## config.mk

```make
export PLATFORM = sky130hd
export DESIGN_NAME = control_unit
export DESIGN_NICKNAME = d
export VERILOG_FILES = /design/src/rtl/cpu_pkg.sv /design/src/rtl/control_decode.sv /design/src/rtl/control_unit.sv
export SDC_FILE = /design/constraint.sdc
export NUM_CORES = 1
export LEC_CHECK = 0
export CORE_ASPECT_RATIO = 0.6
export CORE_MARGIN = 3
export CORE_UTILIZATION = 38
export DETAILED_ROUTE_END_ITERATION = 10
export PLACE_DENSITY = 0.77
export SETUP_SLACK_MARGIN = 0.02
export SYNTH_ARGS = -nofsm -noshare
export SYNTH_HDL_FRONTEND = slang
export SYNTH_SLANG_ARGS = --single-unit
```

## constraint.sdc

```tcl
create_clock -name clk -period 3.33 [get_ports clk]
set_input_delay 0.4995 -clock clk [delete_from_list [all_inputs] [get_ports clk]]
set_output_delay 0.4995 -clock clk [all_outputs]
set_load 0.03 [all_outputs]
```

## src/rtl/cpu_pkg.sv

```systemverilog
// Shared constants for the control unit: state encoding, opcodes, ALU codes,
// the control-strobe bundle and small opcode helpers.
package cpu_pkg;

    typedef logic [3:0] state_t;
    typedef logic [4:0] opc_t;
    typedef logic [3:0] alu_t;

    // State encoding (RST, fetch T0..T2, execute T3..T7, HALT)
    localparam state_t S_RST  = 4'd0;
    localparam state_t S_T0   = 4'd1;
    localparam state_t S_T1   = 4'd2;
    localparam state_t S_T2   = 4'd3;
    localparam state_t S_T3   = 4'd4;
    localparam state_t S_T4   = 4'd5;
    localparam state_t S_T5   = 4'd6;
    localparam state_t S_T6   = 4'd7;
    localparam state_t S_T7   = 4'd8;
    localparam state_t S_HALT = 4'd9;

    // Opcodes
    localparam opc_t OP_LD   = 5'b00000;
    localparam opc_t OP_LDI  = 5'b00001;
    localparam opc_t OP_ST   = 5'b00010;
    localparam opc_t OP_ADD  = 5'b00011;
    localparam opc_t OP_SUB  = 5'b00100;
    localparam opc_t OP_AND  = 5'b01001;
    localparam opc_t OP_OR   = 5'b01010;
    localparam opc_t OP_ADDI = 5'b01011;
    localparam opc_t OP_ANDI = 5'b01100;
    localparam opc_t OP_ORI  = 5'b01101;
    localparam opc_t OP_BR   = 5'b10010;
    localparam opc_t OP_JR   = 5'b10011;
    localparam opc_t OP_JAL  = 5'b10100;
    localparam opc_t OP_IN   = 5'b10101;
    localparam opc_t OP_OUT  = 5'b10110;
    localparam opc_t OP_NOP  = 5'b11001;
    localparam opc_t OP_HALT = 5'b11010;

    // ALU operation codes
    localparam alu_t ALU_ADD = 4'b0000;
    localparam alu_t ALU_SUB = 4'b0001;
    localparam alu_t ALU_AND = 4'b0010;
    localparam alu_t ALU_OR  = 4'b0011;

    // Every control output of the unit, in one bundle
    typedef struct packed {
        logic pc_out;
        logic zlow_out;
        logic mdr_out;
        logic c_out;
        logic inport_out;
        logic pc_in;
        logic mar_in;
        logic mdr_in;
        logic ir_in;
        logic y_in;
        logic z_in;
        logic con_in;
        logic outport_in;
        logic inc_pc;
        logic read;
        logic write;
        logic gra;
        logic grb;
        logic grc;
        logic r_in;
        logic r_out;
        logic ba_out;
        alu_t alu_op;
        logic run;
    } ctrl_t;

    // ALU function used by an arithmetic/logic opcode; address math is ADD
    function automatic alu_t alu_for(input opc_t op);
        case (op)
            OP_SUB:          return ALU_SUB;
            OP_AND, OP_ANDI: return ALU_AND;
            OP_OR,  OP_ORI:  return ALU_OR;
            default:         return ALU_ADD;
        endcase
    endfunction

    // Final execute step of each instruction; after it the FSM refetches
    function automatic state_t last_step(input opc_t op);
        case (op)
            OP_ADD, OP_SUB, OP_AND, OP_OR,
            OP_ADDI, OP_ANDI, OP_ORI, OP_LDI: return S_T5;
            OP_LD, OP_ST:                     return S_T7;
            OP_BR:                            return S_T6;
            OP_JAL:                           return S_T4;
            default:                          return S_T3;
        endcase
    endfunction

endpackage

```

## src/rtl/control_decode.sv

```systemverilog
// Moore output decode: maps (state, latched opcode, con_ff) to every strobe.
module control_decode
    import cpu_pkg::*;
(
    input  state_t state_i,
    input  opc_t   opcode_i,
    input  logic   con_ff_i,
    output ctrl_t  ctrl_o
);

    logic is_alu3;
    logic is_imm;
    logic is_mem;

    assign is_alu3 = (opcode_i == OP_ADD) || (opcode_i == OP_SUB) ||
                     (opcode_i == OP_AND) || (opcode_i == OP_OR);
    assign is_imm  = (opcode_i == OP_ADDI) || (opcode_i == OP_ANDI) ||
                     (opcode_i == OP_ORI);
    assign is_mem  = (opcode_i == OP_LD) || (opcode_i == OP_ST);

    // Strobe table per state; steps beyond an instruction's last step stay 0
    always_comb begin
        ctrl_o     = '0;
        ctrl_o.run = (state_i != S_RST) && (state_i != S_HALT);
        case (state_i)
            S_T0: begin
                ctrl_o.pc_out = 1'b1; ctrl_o.mar_in = 1'b1;
                ctrl_o.inc_pc = 1'b1; ctrl_o.z_in   = 1'b1;
            end
            S_T1: begin
                ctrl_o.zlow_out = 1'b1; ctrl_o.pc_in  = 1'b1;
                ctrl_o.read     = 1'b1; ctrl_o.mdr_in = 1'b1;
            end
            S_T2: begin
                ctrl_o.mdr_out = 1'b1; ctrl_o.ir_in = 1'b1;
            end
            S_T3: begin
                if (is_alu3 || is_imm) begin
                    ctrl_o.grb = 1'b1; ctrl_o.r_out = 1'b1; ctrl_o.y_in = 1'b1;
                end else if (is_mem || opcode_i == OP_LDI) begin
                    ctrl_o.grb = 1'b1; ctrl_o.ba_out = 1'b1; ctrl_o.y_in = 1'b1;
                end else begin
                    case (opcode_i)
                        OP_BR: begin
                            ctrl_o.gra = 1'b1; ctrl_o.r_out = 1'b1; ctrl_o.con_in = 1'b1;
                        end
                        OP_JR: begin
                            ctrl_o.gra = 1'b1; ctrl_o.r_out = 1'b1; ctrl_o.pc_in = 1'b1;
                        end
                        OP_JAL: begin
                            ctrl_o.pc_out = 1'b1; ctrl_o.grb = 1'b1; ctrl_o.r_in = 1'b1;
                        end
                        OP_IN: begin
                            ctrl_o.inport_out = 1'b1; ctrl_o.gra = 1'b1; ctrl_o.r_in = 1'b1;
                        end
                        OP_OUT: begin
                            ctrl_o.gra = 1'b1; ctrl_o.r_out = 1'b1; ctrl_o.outport_in = 1'b1;
                        end
                        default: ;
                    endcase
                end
            end
            S_T4: begin
                if (is_alu3) begin
                    ctrl_o.grc = 1'b1; ctrl_o.r_out = 1'b1; ctrl_o.z_in = 1'b1;
                    ctrl_o.alu_op = alu_for(opcode_i);
                end else if (is_imm || is_mem || opcode_i == OP_LDI) begin
                    ctrl_o.c_out = 1'b1; ctrl_o.z_in = 1'b1;
                    ctrl_o.alu_op = alu_for(opcode_i);
                end else if (opcode_i == OP_BR) begin
                    ctrl_o.pc_out = 1'b1; ctrl_o.y_in = 1'b1;
                end else if (opcode_i == OP_JAL) begin
                    ctrl_o.gra = 1'b1; ctrl_o.r_out = 1'b1; ctrl_o.pc_in = 1'b1;
                end
            end
            S_T5: begin
                if (is_alu3 || is_imm || opcode_i == OP_LDI) begin
                    ctrl_o.zlow_out = 1'b1; ctrl_o.gra = 1'b1; ctrl_o.r_in = 1'b1;
                end else if (is_mem) begin
                    ctrl_o.zlow_out = 1'b1; ctrl_o.mar_in = 1'b1;
                end else if (opcode_i == OP_BR) begin
                    ctrl_o.c_out = 1'b1; ctrl_o.z_in = 1'b1; ctrl_o.alu_op = ALU_ADD;
                end
            end
            S_T6: begin
                if (opcode_i == OP_LD) begin
                    ctrl_o.read = 1'b1; ctrl_o.mdr_in = 1'b1;
                end else if (opcode_i == OP_ST) begin
                    ctrl_o.gra = 1'b1; ctrl_o.r_out = 1'b1; ctrl_o.mdr_in = 1'b1;
                end else if (opcode_i == OP_BR && con_ff_i) begin
                    ctrl_o.zlow_out = 1'b1; ctrl_o.pc_in = 1'b1;
                end
            end
            S_T7: begin
                if (opcode_i == OP_LD) begin
                    ctrl_o.mdr_out = 1'b1; ctrl_o.gra = 1'b1; ctrl_o.r_in = 1'b1;
                end else if (opcode_i == OP_ST) begin
                    ctrl_o.write = 1'b1;
                end
            end
            default: ;
        endcase
    end

endmodule

```

## src/rtl/control_unit.sv

```systemverilog
// Multi-cycle CPU control unit: fetch T0..T2, execute T3..T7, halt on
// request at instruction boundaries. Outputs decode from registered state.
module control_unit
    import cpu_pkg::*;
#(
    parameter int BITS     = 32,
    parameter int OPC_BITS = 5
) (
    input  logic            clk,
    input  logic            rst_n,
    input  logic [BITS-1:0] IR,
    input  logic            con_ff,
    input  logic            stop,
    output logic            PCout,
    output logic            Zlowout,
    output logic            MDRout,
    output logic            Cout,
    output logic            InPortout,
    output logic            PCin,
    output logic            MARin,
    output logic            MDRin,
    output logic            IRin,
    output logic            Yin,
    output logic            Zin,
    output logic            CONin,
    output logic            OutPortin,
    output logic            IncPC,
    output logic            Read,
    output logic            Write,
    output logic            Gra,
    output logic            Grb,
    output logic            Grc,
    output logic            Rin,
    output logic            Rout,
    output logic            BAout,
    output logic [3:0]      alu_op,
    output logic            run
);

    state_t state_q, state_d;
    opc_t   opcode_q;
    ctrl_t  ctrl;
    logic   ir_unused;

    // Operand fields are consumed by the datapath, not here
    assign ir_unused = ^IR[BITS-OPC_BITS-1:0];

    // Next-state: refetch after an instruction's last step unless stop is set
    always_comb begin
        state_d = state_q;
        case (state_q)
            S_RST:  state_d = stop ? S_HALT : S_T0;
            S_T0:   state_d = S_T1;
            S_T1:   state_d = S_T2;
            S_T2:   state_d = S_T3;
            S_T3, S_T4, S_T5, S_T6, S_T7: begin
                if (state_q == last_step(opcode_q)) begin
                    if (opcode_q == OP_HALT || stop) state_d = S_HALT;
                    else                             state_d = S_T0;
                end else begin
                    state_d = state_q + 4'd1;
                end
            end
            S_HALT: state_d = S_HALT;
            default: state_d = S_RST;
        endcase
    end

    // State register; reset overrides everything
    always_ff @(posedge clk or negedge rst_n) begin
        if (!rst_n) state_q <= S_RST;
        else        state_q <= state_d;
    end

    // Opcode captured as the instruction is loaded into IR at the end of T2
    always_ff @(posedge clk or negedge rst_n) begin
        if (!rst_n)                opcode_q <= '0;
        else if (state_q == S_T2)  opcode_q <= opc_t'(IR[BITS-1 -: OPC_BITS]);
    end

    control_decode u_decode (
        .state_i  (state_q),
        .opcode_i (opcode_q),
        .con_ff_i (con_ff),
        .ctrl_o   (ctrl)
    );

    assign PCout     = ctrl.pc_out;
    assign Zlowout   = ctrl.zlow_out;
    assign MDRout    = ctrl.mdr_out;
    assign Cout      = ctrl.c_out;
    assign InPortout = ctrl.inport_out;
    assign PCin      = ctrl.pc_in;
    assign MARin     = ctrl.mar_in;
    assign MDRin     = ctrl.mdr_in;
    assign IRin      = ctrl.ir_in;
    assign Yin       = ctrl.y_in;
    assign Zin       = ctrl.z_in;
    assign CONin     = ctrl.con_in;
    assign OutPortin = ctrl.outport_in;
    assign IncPC     = ctrl.inc_pc;
    assign Read      = ctrl.read;
    assign Write     = ctrl.write;
    assign Gra       = ctrl.gra;
    assign Grb       = ctrl.grb;
    assign Grc       = ctrl.grc;
    assign Rin       = ctrl.r_in;
    assign Rout      = ctrl.r_out;
    assign BAout     = ctrl.ba_out;
    assign alu_op    = ctrl.alu_op;
    assign run       = ctrl.run;

endmodule
```

==> key figures, run 1 <==
Status
  – Outcome: finished clean

Drt
  – Vias per cell: 5.737
  – Total Wirelength: 3802 microns
  – Post-route antenna net violation count: 0
  – Routed len/inst: 14.91 microns
  – DRT Pass-1 Iters: 4
  – DRC violations left: 0
  – Detailed router's first-iteration violation count: 185
  – Total number of vias: 1463

STA
  – Slew @ Worst Pin: 553.3 ps
  – Min cycle time layout: 3103 ps
  – Setup WS post-layout: 226.7 ps
  – # setup viols final: 0
  – Fmax: 0.3222 GHz
  – Clk_skew: 1.297 ps
  – Relative slew slack: 0.6304
  – RSZ-0062 raised after global routing: no
  – Final TNS setup: 0 ps
  – Final Hold Viols: 0
  – Final worst path period share: 0.9319
  – Fin. max-slew vios: 0
  – Hold Slack: 569.3 ps

GRT
  – Total track usage: 0.1985
  – Pin count of the biggest net entering global routing: 18
  – Antenna violations before repair: 0
  – Total global routing overflow: 0
  – Vias in the first global route: 1347
  – First-pass GRT wire length: 6437 microns

Critical path
  – Worst path required time: 2830 ps
  – CP Launch Type: flip-flop
  – CP peak stage delay: 710 ps
  – Crit-path max FO: 12
  – Crit path max-delay cell type: clkdlybuf4s50_1
  – Critical-path cell list: buf_4 -> nor4_4 -> and3_1 -> o21ai_0 -> o211ai_1 -> clkdlybuf4s50_1
  – Critical path capture point type: output pin
  – Data arrival, critical path: 2600 ps
  – Kind of critical path: flip-flop to output pin

Floorplan
  – Die height: 50.54 microns
  – I/O Pins: 63
  – FP Rows: 15
  – Die area: 0.004054 sq mm
  – Die X: 80.23 microns
  – Core ar.: 0.003003 sq mm
  – Starting Density: 0.4183

Clock network
  – CTS tree: built
  – Clock Sinks: 9
  – Worst-path clk slew: 40 ps
  – Post-CTS Resized: 0
  – Post-CTS Setup Inserts: 0
  – Num CTS Buffers: 3
  – Hold_buf cts: 0
  – Worst skew pair latency: 230 ps
  – Clock root buffer master: clkbuf_8
  – CTS max path bufs: 2
  – H-Tree Level Count: 1

Synth
  – Area contributors post-synth: dfrtp_1, nand2_1, nor2_1
  – Synth Cell Area: 0.001256 sq mm
  – Most common cell in the netlist: nand2_1
  – Top FF cell, synth: dfrtp_1
  – Area leader, netlist: dfrtp_1
  – Count of cell types in the netlist: 47
  – Warnings, synthesis: 0
  – EDFF count, synth: 0
  – Post-synth ARST share: 1.000
  – Gate Count Post-Synth: 185
  – Post-synth top cells: nand2_1, nor2_1, o21ai_0
  – Post-synthesis sequential area ratio: 0.1793
  – Top cell type's share of synthesized area: 0.1793
  – Syn Area/Cell: 6.790 sq um
  – #FFs+latches synth: 9

Placed design
  – GP Congestion: 0.8875
  – Cells after DPL: 251
  – Cell Area, Placed: 0.001615 sq mm
  – Setup Slack @ Placement: 391.8 ps
  – Port bufs: 33
  – Hpwl dp: 2798 microns

Flow run
  – Max Cap Viol: 0

Power
  – Maximum VDD drop: 0.2064 mV
  – Leak: 0.6422 nW
  – Tot Pwr: 249.8 uW
  – PwrDens: 149.7 mW/mm^2

Layout
  – Layout fillers: 313
  – FF/Latch Area: 225.2 sq um
  – Ratio of cells with drive above 1 in the final layout: 0.07981
  – Final core occ: 0.5554
  – Area grow syn2layout: 32.77%
  – Fin cells: 255
  – Final instance area: 0.001668 sq mm
  – Area taken by multi-input logic gates: 932.1 sq um
  – # diodes: 0
  – NumNets Final: 254

Min path
  – Hold Path Class: primary input to asynchronous set/reset pin
-- cell type report --
class | instances | area share
Multi-Input combinational cell | 152 | 0.5589
Timing Repair Buffer | 40 | 0.2296
Sequential cell | 9 | 0.1350
Tap cell | 42 | 0.03151
Clock buffer | 4 | 0.02701
Inverter | 8 | 0.01800
-- final timing paths --
path                       cells past startpoint  slack (ps)        start          end
min in group clk                               2         700   state_q[0]   state_q[0]
hold reg to reg                                2         700   state_q[0]   state_q[0]
setup / recovery                               6         230  opcode_q[2]         Rout
setup reg to reg                               7         750  opcode_q[2]   state_q[3]
hold / removal                                 1         570        rst_n  opcode_q[0]
max in group asynchronous                      1        2470        rst_n  opcode_q[2]
-- sequential cells by signal, indices dropped and copies added (netlist names) --
register	count
opcode_q	5
state_q	4
-- critical path: cells and delay by family, from the launching register on --
| kind | cells | cell delay [ps] |
|---|---|---|
| buffers and inverters | 2 | 970 |
| AOI/OAI and AO/OA | 2 | 320 |
| and+or+nand+nor | 2 | 580 |
| DFF | 1 | 510 |
-- kinds of logic after synthesis --
group,count (synthesis),share of synthesized area
xor+xnor,6,0.04184
other cells,1,0.002985
flops,9,0.1793
mux,3,0.02490
buf+inv,25,0.08764
compound gates,47,0.2650
fa+ha+maj,4,0.03984
simple gates,90,0.3586
-- placed cells by master (no fill, tap or decap), types with 2 or more instances in the layout --
cell | synthesis | final
inv_1 | 7 | 7
nor2_1 | 22 | 22
nand2b_1 | 4 | 4
nor2b_1 | 7 | 7
nand3_1 | 6 | 6
conb_1 | 1 | 2
and3_1 | 6 | 6
nor3b_1 | 2 | 2
a211oi_1 | 3 | 3
o21ai_0 | 14 | 14
ha_1 | 4 | 3
a311o_1 | 2 | 2
xor2_1 | 3 | 3
a32oi_1 | 3 | 3
buf_4 | 2 | 7
o21a_1 | 3 | 3
xnor2_1 | 3 | 3
a21oi_1 | 10 | 10
nand2_1 | 28 | 28
clkbuf_8 | 0 | 3
clkdlybuf4s50_1 | 0 | 33
or3_1 | 2 | 2
mux2i_1 | 2 | 2
and2_1 | 2 | 2
dfrtp_1 | 9 | 9
nor4_1 | 2 | 2
nand4_1 | 5 | 5
-- power by group --
| group | internal, mW | switching (mW) | leakage, nW |
|---|---|---|---|
| combinational | 0.00823 | 0.00663 | 0.530 |
| clock | 0.0833 | 0.0418 | 0.0228 |
| sequential | 0.110 | 0 | 0.0892 |
| total | 0.201 | 0.0484 | 0.642 |
-- layer usage --
metal | up-vias | share of wire | GRT usage
met5 | - | 0 | 0
met4 | 0 | 0 | 0.03371
met3 | 0 | 0.094 | 0.05735
met2 | 66 | 0.43 | 0.2816
met1 | 691 | 0.48 | 0.2969
li1 | 706 | - | -
(Power assumes the default switching activity.)
==> run 2, diff against run 1 <==
CTS_BUF_LIST = sky130_fd_sc_hd__clkbuf_2 sky130_fd_sc_hd__clkbuf_4 sky130_fd_sc_hd__clkbuf_8   (was unset)
==> run 2 against run 1 <==
Net effect:
- via count fell by 0.14%
- critical path type unchanged
- flip-flop and latch count did not move
- utilization rose by 0.12 points
==> key figures, run 2 (synthesized netlist as in run 1, its figures left out) <==
Floorplan
  – FP Rows: 15
  – I/O Pins: 63
  – Die area: 0.004054 sq mm
  – Die X: 80.23 microns
  – Starting Density: 0.4183
  – Core ar.: 0.003003 sq mm
  – Die height: 50.54 microns

STA
  – Final worst path period share: 0.9307
  – Clk_skew: 0.5245 ps
  – Fmax: 0.3227 GHz
  – Final TNS setup: 0 ps
  – Min cycle time layout: 3099 ps
  – Slew @ Worst Pin: 542.7 ps
  – # setup viols final: 0
  – Fin. max-slew vios: 0
  – RSZ-0062 raised after global routing: no
  – Relative slew slack: 0.6375
  – Final Hold Viols: 0

Clock network
  – Hold_buf cts: 0
  – CTS max path bufs: 2
  – Worst-path clk slew: 40 ps
  – Num CTS Buffers: 3
  – Clock root buffer master: clkbuf_8
  – Clock Sinks: 9
  – H-Tree Level Count: 1
  – Post-CTS Setup Inserts: 0
  – CTS tree: built
  – Worst skew pair latency: 230 ps

Critical path
  – Critical-path cell list: buf_4 -> nor4_4 -> and3_1 -> o21ai_0 -> o211ai_1 -> clkdlybuf4s50_1
  – CP peak stage delay: 710 ps
  – Worst r2r path cells: 7
  – Data arrival, critical path: 2600 ps
  – Reg2reg end: state_q[3]
  – Crit path launch: opcode_q[2]
  – Kind of critical path: flip-flop to output pin
  – Critical path capture point type: output pin
  – Crit-path max FO: 12
  – Crit path buf inv count: 2
  – Worst path required time: 2830 ps
  – Crit path max-delay cell type: clkdlybuf4s50_1
  – CP Launch Type: flip-flop
  – Top delay family on crit path: buffers and inverters
  – Reg-to-reg slack, setup: 750 ps
  – R2R Path Start: opcode_q[2]

Placed design
  – Hpwl dp: 2798 microns
  – Port bufs: 33
  – GP Congestion: 0.8875

Drt
  – Routed len/inst: 14.96 microns
  – Total Wirelength: 3815 microns
  – DRC violations left: 0
  – Max Used Layer: met3
  – Vias per cell: 5.729
  – Met1 WL: 1813 microns
  – Post-route antenna net violation count: 0
  – DRT Pass-1 Iters: 4
  – WL met2: 1654 microns
  – Met3 WL: 348 microns
  – Total number of vias: 1461
  – Detailed router's first-iteration violation count: 143

Layout
  – Leading cell type in the layout, fill and taps excluded: clkdlybuf4s50_1
  – Layout fillers: 311
  – # diodes: 0
  – Area grow syn2layout: 33.07%
  – NumNets Final: 254
  – Most frequent cells in the layout: clkdlybuf4s50_1, nand2_1, nor2_1
  – Largest register FFs: 5
  – Largest regs: opcode_q x5, state_q x4
  – Ratio of cells with drive above 1 in the final layout: 0.08451
  – Largest Register: opcode_q

GRT
  – Total track usage: 0.1996
  – Vias in the first global route: 1347
  – Pin count of the biggest net entering global routing: 18
  – Total global routing overflow: 0
  – Antenna violations before repair: 0
  – First-pass GRT wire length: 6444 microns

Power
  – Leak: 0.6456 nW
  – Tot Pwr: 257.5 uW
  – PwrDens: 154.1 mW/mm^2
  – Maximum VDD drop: 0.2095 mV

Min path
  – Hold Path Class: primary input to asynchronous set/reset pin

Status
  – Outcome: finished clean

Flow run
  – Max Cap Viol: 0
run 2: cell types whose count changed in the layout (fill, tap and decap cells not counted):
| cell | delta |
|---|---|
| clkbuf_1 | -1 |
| clkbuf_4 | +1 |
run 2: area by class of cell:
class                           instances  area, sq um  area share
Clock buffer                            4        48.80     0.02919
Timing Repair Buffer                   40        382.9      0.2290
Inverter                                8        30.03     0.01796
Tap cell                               42        52.55     0.03144
Sequential cell                         9        225.2      0.1347
Multi-Input combinational cell        152        932.1      0.5576
run 2: metrics by stage:
stage          cells  hold WS [ps]  worst slack, ps  cell area [sq um]    util
2_1_floorplan    186         203.9            830.4               1260       -
3_3_place_gp     251         665.6            431.5               1615  0.5379
3_5_place_dp     251         680.1            391.8               1615  0.5379
4_1_cts          255         575.4            131.9               1664  0.5542
5_1_grt          255         594.1            91.55               1672  0.5567
6_report         255         571.8            230.7               1672  0.5567
run 2: report_power, final:
group,switching (mW),internal [mW]
clock,0.0414,0.0914
combinational,0.00668,0.00823
sequential,0,0.110
run 2: worst max-delay path by stage:
| stage | to | cells past startpoint |
|---|---|---|
| after floorplan | PCin | 8 |
| after global placement | Gra | 6 |
| after detailed placement | Gra | 6 |
| after CTS | Gra | 6 |
| after global routing | Gra | 6 |
| final | Rout | 6 |
run 2: layer usage:
metal / track usage / vias up
li1: - / 705
met1: 0.2969 / 690
met2: 0.2816 / 66
met3: 0.06272 / 0
met4: 0.03371 / 0
met5: 0 / -
run 2: worst register-to-register path, delay by kind of cell, from the launching register on:
| kind | cells | cell delay (ps) |
|---|---|---|
| DFF | 1 | 510 |
| muxes | 1 | 200 |
| and+or+nand+nor | 1 | 380 |
| buffers and inverters | 1 | 260 |
| AOI/OAI and AO/OA | 4 | 1120 |
run 2: repair_timing:
action	CTS	global route
hold endpoints to repair	0	0
resized for setup	0	2
setup endpoints to repair	0	3
==> run 3, diff against run 2 <==
PLACE_DENSITY = 0.84   (was 0.77)
==> run 3 against run 2 <==
Net effect:
- cell area unchanged
- die area is the same
- global-route usage shrank 0.18 points
- worst hold slack got worse by 11 ps
- sequential share of layout area is the same
- power up 1.4%
- cell count stayed put
- via count is 1.6% higher
- critical path type unchanged
- critical endpoint unchanged
- largest cell class unchanged
- largest power group unchanged
==> key figures, run 3 (synthesized netlist as in run 1, its figures left out) <==
Critical path
  – CP peak stage delay: 820 ps
  – CP Launch Type: flip-flop
  – Reg-to-reg slack, setup: 760 ps
  – Critical path capture point type: output pin
  – Worst r2r path cells: 7
  – Worst path required time: 2830 ps
  – Worst setup path end: Rout
  – R2R Path Start: opcode_q[2]
  – Crit path max-delay cell type: dfrtp_1
  – Critical-path cell list: nor2b_1 -> a21oi_1 -> o32a_1 -> o211ai_1 -> clkdlybuf4s50_1
  – Crit path launch: opcode_q[3]
  – Reg2reg end: state_q[3]
  – Data arrival, critical path: 2670 ps
  – Kind of critical path: flip-flop to output pin
  – Crit-path max FO: 22

Placed design
  – GP Congestion: 0.8537
  – Setup Slack @ Placement: 384.7 ps
  – Cells after DPL: 251
  – Hpwl dp: 2742 microns
  – Port bufs: 33

Floorplan
  – Die X: 80.23 microns
  – Core ar.: 0.003003 sq mm
  – I/O Pins: 63
  – Die height: 50.54 microns
  – Starting Density: 0.4183
  – FP Rows: 15
  – Die area: 0.004054 sq mm

Layout
  – Largest register FFs: 5
  – Ratio of cells with drive above 1 in the final layout: 0.08451
  – Final core occ: 0.5567
  – Most frequent cells in the layout: clkdlybuf4s50_1, nand2_1, nor2_1
  – NumNets Final: 254
  – Largest regs: opcode_q x5, state_q x4
  – Largest Register: opcode_q
  – # diodes: 0
  – Leading cell type in the layout, fill and taps excluded: clkdlybuf4s50_1
  – Area grow syn2layout: 33.07%
  – Fin cells: 255

Clock network
  – Clock Sinks: 9
  – CTS tree: built
  – Clock root buffer master: clkbuf_8
  – Worst-path clk slew: 50 ps
  – Worst skew pair latency: 230 ps
  – H-Tree Level Count: 1
  – Num CTS Buffers: 3
  – CTS max path bufs: 2

Drt
  – DRC violations left: 0
  – Total number of vias: 1485
  – Routed len/inst: 14.64 microns
  – Vias per cell: 5.824
  – Total Wirelength: 3732 microns
  – DRT Pass-1 Iters: 5
  – Detailed router's first-iteration violation count: 202
  – Post-route antenna net violation count: 0

STA
  – Final TNS setup: 0 ps
  – Final Hold Viols: 0
  – Setup WS post-layout: 162.2 ps
  – Fin. max-slew vios: 0
  – Clk_skew: 1.450 ps
  – Relative slew slack: 0.5001
  – # setup viols final: 0
  – Fmax: 0.3157 GHz
  – Min cycle time layout: 3168 ps
  – Slew @ Worst Pin: 749.8 ps
  – RSZ-0062 raised after global routing: no
  – Final worst path period share: 0.9513

GRT
  – Vias in the first global route: 1275
  – Pin count of the biggest net entering global routing: 23
  – First-pass GRT wire length: 6354 microns
  – Total track usage: 0.1978
  – Antenna violations before repair: 0
  – Total global routing overflow: 0

Power
  – PwrDens: 156.2 mW/mm^2
  – Maximum VDD drop: 0.1571 mV
  – Leak: 0.6469 nW

Status
  – Outcome: finished clean

Flow run
  – Max Cap Viol: 0

Min path
  – Hold Path Class: primary input to asynchronous set/reset pin
[run 3: cell counts in the layout (fill, tap and decap cells not counted)]
Identical to the previous run, type by type.
[run 3: how the worst min path moves through the flow]
| stage | slack (ps) | cells after the start | end |
|---|---|---|---|
| global placement | 650 | 2 | state_q[0] |
| global route | 580 | 1 | state_q[2] |
| CTS | 570 | 1 | state_q[2] |
| finish | 560 | 1 | opcode_q[2] |
| floorplan | 200 | 0 | opcode_q[0] |
| detailed placement | 670 | 2 | opcode_q[4] |
[run 3: worst max-delay path: cells and delay by family (launching register included)]
family,cells,cell delay [ps]
DFF,1,820
buffers and inverters,1,710
AOI/OAI and AO/OA,3,500
and+or+nand+nor,1,390
[run 3: final cells by class]
class / count / area [sq um]
clock buffers: 4 / 48.80
repair buffers: 40 / 382.9
fillers: 305 / 1331
inverters: 8 / 30.03
flip-flops and latches: 9 / 225.2
well taps: 42 / 52.55
multi-input cells: 152 / 932.1
[run 3: layer usage]
layer,up-vias,track usage,share of wire
met5,-,0,0
met4,0,0.03933,0.0080
met3,7,0.06989,0.10
met2,82,0.2624,0.42
met1,686,0.3004,0.47
li1,710,-,-
[run 3: repair_timing]
item                       4_1_cts  5_1_grt
hold buffers                     0        0
buffers inserted                 0        0
gates resized for setup          0        2
setup endpoints to repair        0        4
[run 3: through the flow]
| stage | area (sq um) | power, mW | hold slack (ps) |
|---|---|---|---|
| after floorplan | 1260 | 0.1162 | 203.9 |
| after global routing | 1672 | 0.2772 | 580.5 |
| final | 1672 | 0.2611 | 560.9 |
| after global placement | 1615 | 0.1260 | 653.3 |
| after detailed placement | 1615 | 0.1260 | 670.6 |
| after CTS | 1664 | 0.2647 | 566.6 |
[run 3: power breakdown]
part           total, mW  switching, mW  internal (mW)
Combinational     0.0147        0.00649        0.00822
Sequential         0.110              0          0.110
Clock              0.137         0.0450         0.0917
